==> config.mk <==
export PLATFORM = sky130hd
export DESIGN_NAME = mdu_flat
export DESIGN_NICKNAME = d
export VERILOG_FILES = /design/src/rtl/cpu_types_pkg.sv /design/src/rtl/mdu_if.sv /design/src/rtl/mdu.sv /design/src/flat_wrapper.sv
export SDC_FILE = /design/constraint.sdc
export NUM_CORES = 1
export LEC_CHECK = 0
export BUFFER_PORTS_ARGS = -buffer_cell sky130_fd_sc_hd__buf_2
export CORE_ASPECT_RATIO = 1.4
export CORE_MARGIN = 1
export CORE_UTILIZATION = 40
export CTS_BUF_LIST = sky130_fd_sc_hd__clkbuf_16
export CTS_CLUSTER_SIZE = 28
export DETAILED_ROUTE_END_ITERATION = 7
export MAX_ROUTING_LAYER = met4
export PLACE_DENSITY = 0.59
export SLEW_MARGIN = 20
export SYNTH_ARGS = -nofsm -noshare
export SYNTH_HDL_FRONTEND = slang
export SYNTH_SLANG_ARGS = --single-unit
==> constraint.sdc <==
create_clock -name CLK -period 4 [get_ports CLK]
set_clock_uncertainty 0.1 [all_clocks]
set_input_delay 0.2 -clock CLK [delete_from_list [all_inputs] [get_ports CLK]]
set_output_delay 0.2 -clock CLK [all_outputs]
set_load 0.02 [all_outputs]
==> src/rtl/cpu_types_pkg.sv <==
// ---------------------------------------------------------------------------
// cpu_types_pkg -- shared CPU datapath types.
//   word_t    : 32-bit machine word
//   mdu_op_t  : multiply/divide unit operation select
//   magnitude : two's-complement absolute value, or the raw value when the
//               operation is unsigned
//   op_is_signed / op_is_div : decode helpers for mdu_op_t
// ---------------------------------------------------------------------------
package cpu_types_pkg;

  localparam int unsigned WORD_W = 32;

  typedef logic [WORD_W-1:0] word_t;

  typedef enum logic [1:0] {
    MDU_MULT  = 2'b00,
    MDU_MULTU = 2'b01,
    MDU_DIV   = 2'b10,
    MDU_DIVU  = 2'b11
  } mdu_op_t;

  function automatic logic op_is_signed(input mdu_op_t op);
    return (op == MDU_MULT) || (op == MDU_DIV);
  endfunction

  function automatic logic op_is_div(input mdu_op_t op);
    return op[1];
  endfunction

  // 0x80000000 maps to itself, which is the correct unsigned magnitude.
  function automatic word_t magnitude(input word_t v, input logic is_signed);
    return (is_signed && v[WORD_W-1]) ? -v : v;
  endfunction

endpackage

==> src/rtl/mdu_if.sv <==
// ---------------------------------------------------------------------------
// mdu_if -- request/result bundle of the multiply/divide unit.
//   start, mduop, port_A, port_B : operation request and operands
//   hi_wen, lo_wen, wdata        : MTHI / MTLO writes
//   busy, done, hi, lo           : status and architectural HI/LO
// Modports: mdu (the unit itself), tb (the requester side).
// ---------------------------------------------------------------------------
interface mdu_if;
  import cpu_types_pkg::*;

  logic    start;
  mdu_op_t mduop;
  word_t   port_A;
  word_t   port_B;
  logic    hi_wen;
  logic    lo_wen;
  word_t   wdata;
  logic    busy;
  logic    done;
  word_t   hi;
  word_t   lo;

  modport mdu (
    input  start, mduop, port_A, port_B, hi_wen, lo_wen, wdata,
    output busy, done, hi, lo
  );

  modport tb (
    output start, mduop, port_A, port_B, hi_wen, lo_wen, wdata,
    input  busy, done, hi, lo
  );

endinterface

==> src/rtl/mdu.sv <==
// ---------------------------------------------------------------------------
// mdu -- iterative 32x32 multiply / 32/32 divide unit with HI/LO registers.
//   CLK  : clock, all state changes on the rising edge
//   RST  : synchronous active-high reset
//   bus  : mdu_if.mdu (start/mduop/port_A/port_B request, MTHI/MTLO write,
//          busy/done status, hi/lo results)
// Operation: IDLE latches operand magnitudes, CALC does one shift-add
// (multiply) or restoring shift-subtract (divide) step per cycle for 32
// cycles, FIN applies the sign fixup and writes hi/lo while pulsing done.
// Optional: define MDU_EARLY_OUT_EN to let multiplies leave CALC once the
// remaining multiplier bits are all zero (divide latency is unchanged).
// ---------------------------------------------------------------------------
module mdu
  import cpu_types_pkg::*;
(
  input  logic CLK,
  input  logic RST,
  mdu_if.mdu   bus
);

  typedef enum logic [1:0] {
    ST_IDLE,
    ST_CALC,
    ST_FIN
  } state_t;

  state_t      r_state;
  state_t      w_next;

  logic [5:0]  r_cnt;
  mdu_op_t     r_op;
  logic        r_sign_a;
  logic        r_sign_b;
  // Multiply: running 64-bit product. Divide: {remainder, dividend->quotient}.
  logic [63:0] r_acc;
  // Multiply only: multiplicand shifted left one place per step.
  logic [63:0] r_mcand;
  // Multiply: multiplier bits still to consume. Divide: divisor (static).
  word_t       r_opb;
  word_t       r_hi;
  word_t       r_lo;

  logic        w_busy;
  logic        w_done;
  logic        w_is_div;
  logic        w_signed;
  logic        w_neg;
  logic        w_exit;
  word_t       w_mag_a;
  word_t       w_mag_b;
  logic [63:0] w_mul_acc;
  word_t       w_opb_shift;
  logic [32:0] w_rem_sh;
  logic [32:0] w_diff;
  logic [63:0] w_div_acc;
  logic [63:0] w_prod;
  word_t       w_quot;
  word_t       w_rem;
  word_t       w_res_hi;
  word_t       w_res_lo;

  assign w_is_div = op_is_div(r_op);
  assign w_signed = op_is_signed(r_op);
  assign w_neg    = r_sign_a ^ r_sign_b;

  assign w_mag_a  = magnitude(bus.port_A, op_is_signed(bus.mduop));
  assign w_mag_b  = magnitude(bus.port_B, op_is_signed(bus.mduop));

  // Shift-add step: add the multiplicand when the current multiplier bit is set.
  assign w_mul_acc   = r_acc + (r_opb[0] ? r_mcand : 64'd0);
  assign w_opb_shift = r_opb >> 1;

  // Restoring divide step. The shifted remainder needs 33 bits because the
  // remainder before the shift can be as large as divisor-1 (up to 2^32-2).
  assign w_rem_sh  = r_acc[63:31];
  assign w_diff    = w_rem_sh - {1'b0, r_opb};
  assign w_div_acc = w_diff[32] ? {w_rem_sh[31:0], r_acc[30:0], 1'b0}
                                : {w_diff[31:0],   r_acc[30:0], 1'b1};

`ifdef MDU_EARLY_OUT_EN
  assign w_exit = (r_cnt == 6'd31) || (!w_is_div && (w_opb_shift == '0));
`else
  assign w_exit = (r_cnt == 6'd31);
`endif

  // ---------------- FSM: state register ----------------
  // NOTE: sequential state uses non-blocking assignments, and RST is tested
  // inside the clocked block so the reset is synchronous.
  always_ff @(posedge CLK) begin
    if (RST) r_state <= ST_IDLE;
    else     r_state <= w_next;
  end

  // ---------------- FSM: next-state logic ----------------
  // NOTE: every signal assigned in a combinational block gets a default first
  // so no path leaves it unassigned, which would infer a latch.
  always_comb begin
    w_next = r_state;
    case (r_state)
      ST_IDLE: if (bus.start) w_next = ST_CALC;
      ST_CALC: if (w_exit)    w_next = ST_FIN;
      ST_FIN:                 w_next = ST_IDLE;
      default:                w_next = ST_IDLE;
    endcase
  end

  // ---------------- FSM: outputs ----------------
  always_comb begin
    w_busy = 1'b0;
    w_done = 1'b0;
    case (r_state)
      ST_CALC: w_busy = 1'b1;
      ST_FIN: begin
        w_busy = 1'b1;
        w_done = 1'b1;
      end
      default: ;
    endcase
  end

  // ---------------- Sign fixup of the final result ----------------
  always_comb begin
    w_prod   = (r_op == MDU_MULT && w_neg) ? -r_acc : r_acc;
    w_quot   = (r_op == MDU_DIV && w_neg) ? -r_acc[31:0] : r_acc[31:0];
    w_rem    = (w_signed && r_sign_a) ? -r_acc[63:32] : r_acc[63:32];
    w_res_hi = w_prod[63:32];
    w_res_lo = w_prod[31:0];
    if (w_is_div) begin
      // A zero divisor leaves the dividend magnitude as remainder, so the
      // remainder fixup already restores the original port_A; only the
      // quotient needs forcing to all ones.
      w_res_hi = w_rem;
      w_res_lo = (r_opb == '0) ? '1 : w_quot;
    end
  end

  // ---------------- Datapath and HI/LO ----------------
  always_ff @(posedge CLK) begin
    if (RST) begin
      r_cnt    <= '0;
      r_op     <= MDU_MULT;
      r_sign_a <= 1'b0;
      r_sign_b <= 1'b0;
      r_acc    <= '0;
      r_mcand  <= '0;
      r_opb    <= '0;
      r_hi     <= '0;
      r_lo     <= '0;
    end else begin
      case (r_state)
        ST_IDLE: begin
          if (bus.start) begin
            // A write arriving with start is dropped: start takes priority.
            r_op     <= bus.mduop;
            r_sign_a <= bus.port_A[31];
            r_sign_b <= bus.port_B[31];
            r_cnt    <= '0;
            r_opb    <= w_mag_b;
            if (op_is_div(bus.mduop)) begin
              r_acc   <= {32'd0, w_mag_a};
              r_mcand <= '0;
            end else begin
              r_acc   <= '0;
              r_mcand <= {32'd0, w_mag_a};
            end
          end else begin
            if (bus.hi_wen) r_hi <= bus.wdata;
            if (bus.lo_wen) r_lo <= bus.wdata;
          end
        end
        ST_CALC: begin
          r_cnt <= r_cnt + 6'd1;
          if (w_is_div) begin
            r_acc <= w_div_acc;
          end else begin
            r_acc   <= w_mul_acc;
            r_mcand <= r_mcand << 1;
            r_opb   <= w_opb_shift;
          end
        end
        ST_FIN: begin
          r_hi <= w_res_hi;
          r_lo <= w_res_lo;
        end
        default: ;
      endcase
    end
  end

  assign bus.busy = w_busy;
  assign bus.done = w_done;
  assign bus.hi   = r_hi;
  assign bus.lo   = r_lo;

endmodule

==> src/flat_wrapper.sv <==
// flat-port wrapper written by rule: the top's interface ports become plain ports
module mdu_flat import cpu_types_pkg::*;
  (CLK, RST, bus_start, bus_mduop, bus_port_A, bus_port_B, bus_hi_wen, bus_lo_wen, bus_wdata, bus_busy, bus_done, bus_hi, bus_lo);
  mdu_if bus_i ();
  input  logic CLK;
  input  logic RST;
  input wire logic [$bits(bus_i.start)-1:0] bus_start;
  input wire logic [$bits(bus_i.mduop)-1:0] bus_mduop;
  input wire logic [$bits(bus_i.port_A)-1:0] bus_port_A;
  input wire logic [$bits(bus_i.port_B)-1:0] bus_port_B;
  input wire logic [$bits(bus_i.hi_wen)-1:0] bus_hi_wen;
  input wire logic [$bits(bus_i.lo_wen)-1:0] bus_lo_wen;
  input wire logic [$bits(bus_i.wdata)-1:0] bus_wdata;
  output wire logic [$bits(bus_i.busy)-1:0] bus_busy;
  output wire logic [$bits(bus_i.done)-1:0] bus_done;
  output wire logic [$bits(bus_i.hi)-1:0] bus_hi;
  output wire logic [$bits(bus_i.lo)-1:0] bus_lo;
  assign bus_i.start = bus_start;
  assign bus_i.mduop = bus_mduop;
  assign bus_i.port_A = bus_port_A;
  assign bus_i.port_B = bus_port_B;
  assign bus_i.hi_wen = bus_hi_wen;
  assign bus_i.lo_wen = bus_lo_wen;
  assign bus_i.wdata = bus_wdata;
  assign bus_busy = bus_i.busy;
  assign bus_done = bus_i.done;
  assign bus_hi = bus_i.hi;
  assign bus_lo = bus_i.lo;
  mdu u_core (.CLK(CLK), .RST(RST), .bus(bus_i));
endmodule
# [Word-level counts from Yosys, hierarchy flattened]
# Cells that the tools add are included.
[op_classes] muxes=34 eq_ne=11 addsub=8 reduce_logical=20 bitwise=1
[op_table] operator="$mux 32" count=15
[op_table] operator="$mux 64" count=7
[op_table] operator="$pmux 64 s2" count=2
[op_table] operator="$pmux 32 s2" count=3
[op_table] operator="$neg 32->32" count=4
[op_table] operator="$add 64x64->64" count=1
[op_table] operator="$neg 64->64" count=1
[op_table] operator="$sub 33x32->33" count=1
[op_table] operator="$logic_not 32->1" count=1
[op_table] operator="$pmux 6 s2" count=1
[op_table] operator="$ne 2x2->1 const B" count=5
[op_table] operator="$reduce_and 3->1" count=3
[op_table] operator="$add 6x1->6 const B" count=1
[op_table] operator="$eq 2x2->1 const B" count=3
[op_table] operator="$eq 6x5->1 const B" count=1
[op_table] operator="$logic_not 2->1" count=3
[op_table] operator="$mux 6" count=1
[op_table] operator="$reduce_and 2->1" count=3
[op_table] operator="$logic_and 1x1->1" count=5
[op_table] operator="$mux 2" count=2
[op_table] operator="$pmux 2 s2" count=1
[op_table] operator="$reduce_bool 2->1" count=2
[op_table] operator="$eq 2x1->1 const B" count=1
[op_table] operator="$logic_or 1x1->1" count=2
[op_table] operator="other kinds (4)" count=5
[word_totals] output_inout_bits=66 ff_bits=236 in_bits=103

# [Depth between registers and ports, before layout]
[logic_depth] word_depth=7 depth_mapped=16

# [Worst setup path after synthesis]
# Ideal clock, no wire load.
[synth_timing] kind="register to register" start="register u_core.r_acc[31]" end="register u_core.r_acc[46]" setup_ns=0.128 required_ns=3.772 synth_period_minus_slack_ns=3.670 stages_incl_launch_ff=16 arrival_ns=3.442 slack_ns=0.330 cell_sequence="dfxtp_1 -> inv_1 -> ha_1 -> inv_1 -> fa_1 -> a21o_1 -> a221o_1 -> o2111a_1 -> nor2_4 -> o21ai_2 -> a221oi_2 -> xor2_2 -> buf_6 -> mux2_2 -> a222oi_1 -> nor2_1"
[synth_between] elab_chain_len=4 word_cells_on_any_way=5 classes_between="add/sub: 2; mux: 3"
[synth_rtl] item="start: declaration" line="mdu.sv:35" rtl="logic [63:0] r_acc;"
[synth_rtl] item="start signal: assignment" line="mdu.sv:160" rtl="r_acc <= {32'd0, w_mag_a};"
[synth_rtl] item="start signal: assignment" line="mdu.sv:174" rtl="r_acc <= w_div_acc;"
[synth_rtl] item="start signal: assignment" line="mdu.sv:176" rtl="r_acc <= w_mul_acc;"
[synth_rtl] item="$sub 33x32->33" line="mdu.sv:76" rtl="assign w_diff = w_rem_sh - {1'b0, r_opb};"
[synth_rtl] item="$mux 64" line="mdu.sv:77" rtl="assign w_div_acc = w_diff[32] ? {w_rem_sh[31:0], r_acc[30:0], 1'b0}"
[synth_rtl] item="$mux 64 (*)" line="mdu.sv:173" rtl="if (w_is_div) begin"
[synth_rtl] item="$pmux 64 s2 (*)" line="mdu.sv:150" rtl="case (r_state)"
# Mark *: on every way between the ends. The rest lies on a longest branch, timed or not.
# A chain may end at the register's enable or synchronous reset.

# [Worst setup path in the final report]
[layout_timing] start="register u_core.r_opb[0]" end="register u_core.r_acc[60]"
[layout_between] elab_chain_len=4 word_cells_on_any_way=6 classes_between="add/sub: 2; mux: 4"
[layout_rtl] item="start: declaration" line="mdu.sv:39" rtl="word_t r_opb;"
[layout_rtl] item="start signal: assignment" line="mdu.sv:158" rtl="r_opb <= w_mag_b;"
[layout_rtl] item="start signal: assignment" line="mdu.sv:178" rtl="r_opb <= w_opb_shift;"
[layout_rtl] item="$mux 64 or $sub 33x32->33 (tied branches)" line="mdu.sv:70, mdu.sv:76"
[layout_rtl] item="$add 64x64->64 or $mux 64 (tied branches)" line="mdu.sv:70, mdu.sv:77"
[layout_rtl] item="$mux 64 (*)" line="mdu.sv:173"
[layout_rtl] item="$pmux 64 s2 (*)" line="mdu.sv:150"
# Marked as above.

==> report_table.html <==
<table>
<tr><th>Metric</th><th>Value</th></tr>
<tr><th colspan="2">Run status</th></tr>
<tr><td>Status</td><td>complete, no violations</td></tr>
<tr><th colspan="2">Finish</th></tr>
<tr><td>Fraction of layout instances using a drive strength above 1</td><td>roughly 15%</td></tr>
<tr><td>Number of diodes</td><td>0</td></tr>
<tr><td>Final non-filler cell total</td><td>roughly 3500</td></tr>
<tr><td>Final Net Count</td><td>roughly 3100</td></tr>
<tr><td>Area growth, synth to finish</td><td>18.1%</td></tr>
<tr><td>Fillers</td><td>between 4000 and 5000</td></tr>
<tr><th colspan="2">Synth</th></tr>
<tr><td>Share of the yosys chip area belonging to registers</td><td>between 20% and 30%</td></tr>
<tr><td>Most instantiated flip-flop cell in the synthesis netlist</td><td>sky130_fd_sc_hd__dfxtp_1</td></tr>
<tr><td>Cell types with the largest area share after synthesis</td><td>sky130_fd_sc_hd__dfxtp_1 (25%), sky130_fd_sc_hd__a21oi_1 (6.7%), sky130_fd_sc_hd__ha_1 (6.7%), sky130_fd_sc_hd__nor2_1 (6.3%), sky130_fd_sc_hd__nand2_1 (5.4%)</td></tr>
<tr><td>Mapped Cells</td><td>about 2700</td></tr>
<tr><td>Fraction of synthesized cell area taken by the top area cell type</td><td>roughly a quarter</td></tr>
<tr><td>Post-Synthesis Cell Area</td><td>0.0192 sq mm</td></tr>
<tr><td>Number of flops mapped to enable cells by yosys</td><td>0</td></tr>
<tr><td>Share of async-settable or async-resettable flops after synthesis</td><td>0%</td></tr>
<tr><td>Average cell area after synthesis</td><td>about 7.2 sq um</td></tr>
<tr><td>Fraction of synthesized area in multiplexers</td><td>between 2 and 2.5%</td></tr>
<tr><td>Count of synthesis-stage warnings from yosys</td><td>0</td></tr>
<tr><td>Yosys top cell by area</td><td>sky130_fd_sc_hd__dfxtp_1</td></tr>
<tr><td>Arithmetic-cell share of the synthesized area counting full adders, half adders and majority gates</td><td>approximately 7%</td></tr>
<tr><td>Number of library cell types mapped by synthesis</td><td>82</td></tr>
<tr><td>Main combinational cell family by area after synthesis</td><td>compound AO/OA/AOI/OAI gates</td></tr>
<tr><td>Post-Synth Simple-Gate Area</td><td>23.4%</td></tr>
<tr><td>Net count of the mapped netlist</td><td>between 2000 and 3000</td></tr>
<tr><td>Xor/xnor cell area share of the yosys netlist</td><td>9.53%</td></tr>
<tr><td>Fraction of the mapped netlist area in compound gates</td><td>between 20% and 30%</td></tr>
<tr><td>Seq cells post-synth</td><td>around 240</td></tr>
<tr><th colspan="2">Placement</th></tr>
<tr><td>Placed cells</td><td>about 3400</td></tr>
<tr><td>Count of input and output buffers</td><td>between 150 and 200</td></tr>
<tr><td>Weighted congestion at the end of routability-driven global placement</td><td>0.988</td></tr>
<tr><td>DP Wirelength</td><td>~60 mm</td></tr>
<tr><td>Worst slack at placement</td><td>14.8 ps</td></tr>
<tr><th colspan="2">Setup path</th></tr>
<tr><td>Flop-to-flop setup slack</td><td>between 100 and 150 ps</td></tr>
<tr><td>Beginning of the worst register-to-register path</td><td>u_core.r_opb[0]</td></tr>
<tr><td>Critical Path End Type</td><td>register</td></tr>
<tr><td>Reg2reg path depth</td><td>14</td></tr>
<tr><td>Data arrival time of the worst path</td><td>roughly 4200 ps</td></tr>
<tr><td>Critical Path Source</td><td>u_core.r_opb[0]</td></tr>
<tr><td>CP Max Fanout</td><td>16</td></tr>
<tr><td>Data required time of the worst path</td><td>4360 ps</td></tr>
<tr><td>End of the worst register-to-register path</td><td>u_core.r_acc[60]</td></tr>
<tr><td>End of the critical path</td><td>u_core.r_acc[60]</td></tr>
<tr><td>Start-to-end type of the worst setup path</td><td>register to register</td></tr>
<tr><td>CP startpoint kind</td><td>register</td></tr>
<tr><th colspan="2">Clock tree</th></tr>
<tr><td>Clock insertion delay at the later pin of the skew report</td><td>around 570 ps</td></tr>
<tr><td>H-tree levels</td><td>1</td></tr>
<tr><td>Clock tree from TritonCTS</td><td>built</td></tr>
<tr><td>Sink Count</td><td>~240</td></tr>
<tr><td>Number of clock buffers inserted by TritonCTS</td><td>26</td></tr>
<tr><td>Worst-case clock buffer depth</td><td>3</td></tr>
<tr><td>Clk pin slew, worst setup/hold paths</td><td>~70 ps</td></tr>
<tr><td>Clock root buffer</td><td>sky130_fd_sc_hd__clkbuf_16</td></tr>
<tr><th colspan="2">Route</th></tr>
<tr><td>Routed length per instance</td><td>about 22 microns</td></tr>
<tr><td>Detailed-router iteration count before antenna repair</td><td>8</td></tr>
<tr><td>Detailed-route DRC error count</td><td>0</td></tr>
<tr><td>Wire length after detailed routing</td><td>around 76 mm</td></tr>
<tr><td>Routed vias</td><td>between 20000 and 25000</td></tr>
<tr><td>Residual antenna-violating net count after detailed routing</td><td>0</td></tr>
<tr><td>DRT iter0 DRCs</td><td>1190</td></tr>
<tr><td>Via-to-Cell Ratio</td><td>5.82</td></tr>
<tr><th colspan="2">Power and ir drop</th></tr>
<tr><td>Sequential group share of total power</td><td>around 36%</td></tr>
<tr><td>Net switching power of the design</td><td>~2.8 mW</td></tr>
<tr><td>Clk network pwr share</td><td>between 30% and 40%</td></tr>
<tr><td>VDD IR-drop max</td><td>between 0.0002 and 0.0003 V</td></tr>
<tr><td>Cell Pwr Density</td><td>approximately 330 mW/mm^2</td></tr>
<tr><td>Switching Share</td><td>between 30% and 40%</td></tr>
<tr><td>Share of power burned in combinational logic</td><td>31.4%</td></tr>
<tr><td>Internal Dissipation</td><td>around 4.8 mW</td></tr>
<tr><td>LEAKAGE</td><td>about 9.4 nW</td></tr>
<tr><th colspan="2">GRT</th></tr>
<tr><td>Tot GR Track Use</td><td>a little under a third</td></tr>
<tr><td>Via count of the first global-routing pass</td><td>20027</td></tr>
<tr><td>Global-route wire length before repair</td><td>between 100 and 150 mm</td></tr>
<tr><td>Leftover overflow at the end of global routing</td><td>0</td></tr>
<tr><td>Antenna violations before repair</td><td>0</td></tr>
<tr><td>Pin count of the biggest net entering global routing</td><td>125</td></tr>
<tr><th colspan="2">Die</th></tr>
<tr><td>Initial standard-cell utilization of the core</td><td>40.7%</td></tr>
<tr><td>Overall die width</td><td>around 190 microns</td></tr>
<tr><td>Area of the core region</td><td>between 0.04 and 0.05 sq mm</td></tr>
<tr><td>Standard-cell rows</td><td>94</td></tr>
<tr><td>Top-level I/O count</td><td>between 150 and 200</td></tr>
<tr><td>Die height</td><td>~260 microns</td></tr>
<tr><td>Area of the die</td><td>around 0.05 sq mm</td></tr>
<tr><th colspan="2">STA</th></tr>
<tr><td>Portion of the clock cycle consumed by the worst path in the final layout</td><td>96.6%</td></tr>
<tr><td>Period minus WS final</td><td>3870 ps</td></tr>
<tr><td>Minimum setup slack in the final design</td><td>134 ps</td></tr>
<tr><td>Relative slew slack</td><td>38.4%</td></tr>
<tr><td>Post-route worst hold slack</td><td>approximately 11 ps</td></tr>
<tr><td>Slew of the pin with the lowest slew margin</td><td>924 ps</td></tr>
<tr><td>Final Hold Viols</td><td>0</td></tr>
<tr><td>Fmax</td><td>approximately 0.26 GHz</td></tr>
<tr><td>Final Max Tran Viols</td><td>0</td></tr>
<tr><td>RSZ-0062 raised after global routing</td><td>no</td></tr>
<tr><td>Final number of setup-violating endpoints</td><td>0</td></tr>
<tr><th colspan="2">Min path</th></tr>
<tr><td>Number of stages on the worst hold path</td><td>5</td></tr>
<tr><td>Tightest Hold Check Type</td><td>input pin to register</td></tr>
<tr><td>Startpoint of the tightest hold check path</td><td>bus_port_B[13]</td></tr>
<tr><th colspan="2">Job</th></tr>
<tr><td>Count of maximum capacitance violations</td><td>0</td></tr>
</table>
-- area by class of cell --
| cell class | instances | area, sq um | area share [%] |
|---|---|---|---|
| clock inverter | 20 | 151 | 0.668 |
| inverter | 70 | 263 | 1.16 |
| timing repair buffer | 364 | 2450 | 10.8 |
| tap | 624 | 781 | 3.44 |
| multi-input combinational | 2173 | 13600 | 60.1 |
| clock buffer | 27 | 676 | 2.98 |
| sequential | 236 | 4730 | 20.8 |
-- flip-flops by register name (all words and copies together) (netlist names) --
register and flops:
u_core.r_state 2, u_core.r_op 2, u_core.r_sign_a 1, u_core.r_cnt 6
u_core.r_mcand 64, u_core.r_acc 64, u_core.r_sign_b 1, u_core.r_opb 32
u_core.bus.lo 32, u_core.bus.hi 32
-- cells in the mapped netlist (9+ instances only) --
cell                       number
sky130_fd_sc_hd__a211oi_1      89
sky130_fd_sc_hd__a21o_1        52
sky130_fd_sc_hd__a21oi_1      258
sky130_fd_sc_hd__a221oi_1      11
sky130_fd_sc_hd__a22oi_1       48
sky130_fd_sc_hd__a31oi_1       24
sky130_fd_sc_hd__and2_1        75
sky130_fd_sc_hd__clkbuf_1     158
sky130_fd_sc_hd__dfxtp_1      236
sky130_fd_sc_hd__ha_1         103
sky130_fd_sc_hd__inv_1         70
sky130_fd_sc_hd__mux2_2         9
sky130_fd_sc_hd__mux2i_1       30
sky130_fd_sc_hd__nand2_1      276
sky130_fd_sc_hd__nand2b_1      23
sky130_fd_sc_hd__nand3_1       37
sky130_fd_sc_hd__nand4_1       29
sky130_fd_sc_hd__nor2_1       323
sky130_fd_sc_hd__nor2b_1       25
sky130_fd_sc_hd__nor3_1        75
sky130_fd_sc_hd__nor4_1        30
sky130_fd_sc_hd__o211ai_1      44
sky130_fd_sc_hd__o21ai_0      189
sky130_fd_sc_hd__o21bai_1      18
sky130_fd_sc_hd__o221ai_1      14
sky130_fd_sc_hd__o31ai_1       21
sky130_fd_sc_hd__or2_2         11
sky130_fd_sc_hd__or3_1         16
sky130_fd_sc_hd__or4_1         10
sky130_fd_sc_hd__xnor2_1      110
sky130_fd_sc_hd__xor2_1        97
-- metal layers --
| layer | global-route usage, % | part of all wire (%) |
|---|---|---|
| met5 | - | 0 |
| met4 | 20.7 | 7.4 |
| met3 | 2.24 | 3.1 |
| met2 | 57.7 | 53 |
| met1 | 31.4 | 37 |
-- cell usage in the layout (no fill, tap or decap), drive strengths merged, types with 75 or more instances in the layout --
| cell type | instances |
|---|---|
| nand2 | 277 |
| nor2 | 325 |
| ha | 103 |
| xnor2 | 110 |
| a21oi | 258 |
| xor2 | 98 |
| buf | 330 |
| and2 | 75 |
| dfxtp | 236 |
| o21ai | 197 |
| nor3 | 76 |
| a211oi | 91 |
-- worst max-delay path, cell delays in order (launching register included) --
cell                       delay, ps
sky130_fd_sc_hd__dfxtp_2         340
sky130_fd_sc_hd__buf_12          150
sky130_fd_sc_hd__and2_1          140
sky130_fd_sc_hd__ha_1            210
sky130_fd_sc_hd__fa_1            410
sky130_fd_sc_hd__a211oi_2        260
sky130_fd_sc_hd__o21ai_0         160
sky130_fd_sc_hd__a21oi_1         290
sky130_fd_sc_hd__o21ai_0         170
sky130_fd_sc_hd__and3_1          200
sky130_fd_sc_hd__o211ai_1        350
sky130_fd_sc_hd__a211oi_1        160
sky130_fd_sc_hd__or3_1           360
sky130_fd_sc_hd__a21o_1          200
sky130_fd_sc_hd__a32o_1          260
-- per-stage QoR --
step / area (sq um) / total power, mW / TNS, ps / utilization [%]
floorplan: 19200 / 4.21 / 0 / -
global placement: 21400 / 5.05 / -17.9 / 45.5
detailed placement: 21400 / 5.07 / 0 / 45.5
CTS: 22600 / 7.54 / 0 / 47.9
global route: 22700 / 7.87 / 0 / 48.1
finish: 22700 / 7.51 / 0 / 48.1
-- cell families (layout without fill, tap and decap cells) --
logic type	count (synthesis)	in the layout
buffers and inverters	247	481
muxes	40	40
xor gates and xnor gates	208	208
AOI/OAI and AO/OA	856	856
and+or+nand+nor	964	964
adders and majority gates	105	105
DFF	236	236
-- power by group through the flow --
stage          Sequential, mW  Combinational [mW]  Clock (mW)
2_1_floorplan            2.72                1.49           0
3_3_place_gp             2.76                2.29           0
3_5_place_dp             2.76                2.31           0
4_1_cts                  2.71                2.35        2.48
5_1_grt                  2.72                2.58        2.56
6_report                 2.71                2.36        2.43
-- worst min path at each step --
stage	to	slack, ps
2_1_floorplan	u_core.r_mcand[0]	250
3_3_place_gp	u_core.bus.lo[29]	340
3_5_place_dp	u_core.bus.lo[17]	340
4_1_cts	u_core.r_opb[14]	2
5_1_grt	u_core.r_opb[14]	30
6_report	u_core.r_opb[13]	10
-- repair_timing --
item                                    in CTS  in global routing
gates resized for setup                      0                 15
endpoints found under the hold margin       81                  0
hold buffers                                34                  0
endpoints found under the setup margin       0                 29
setup buffers                                0                  2
No activity file was read; power rests on OpenSTA's default activity.
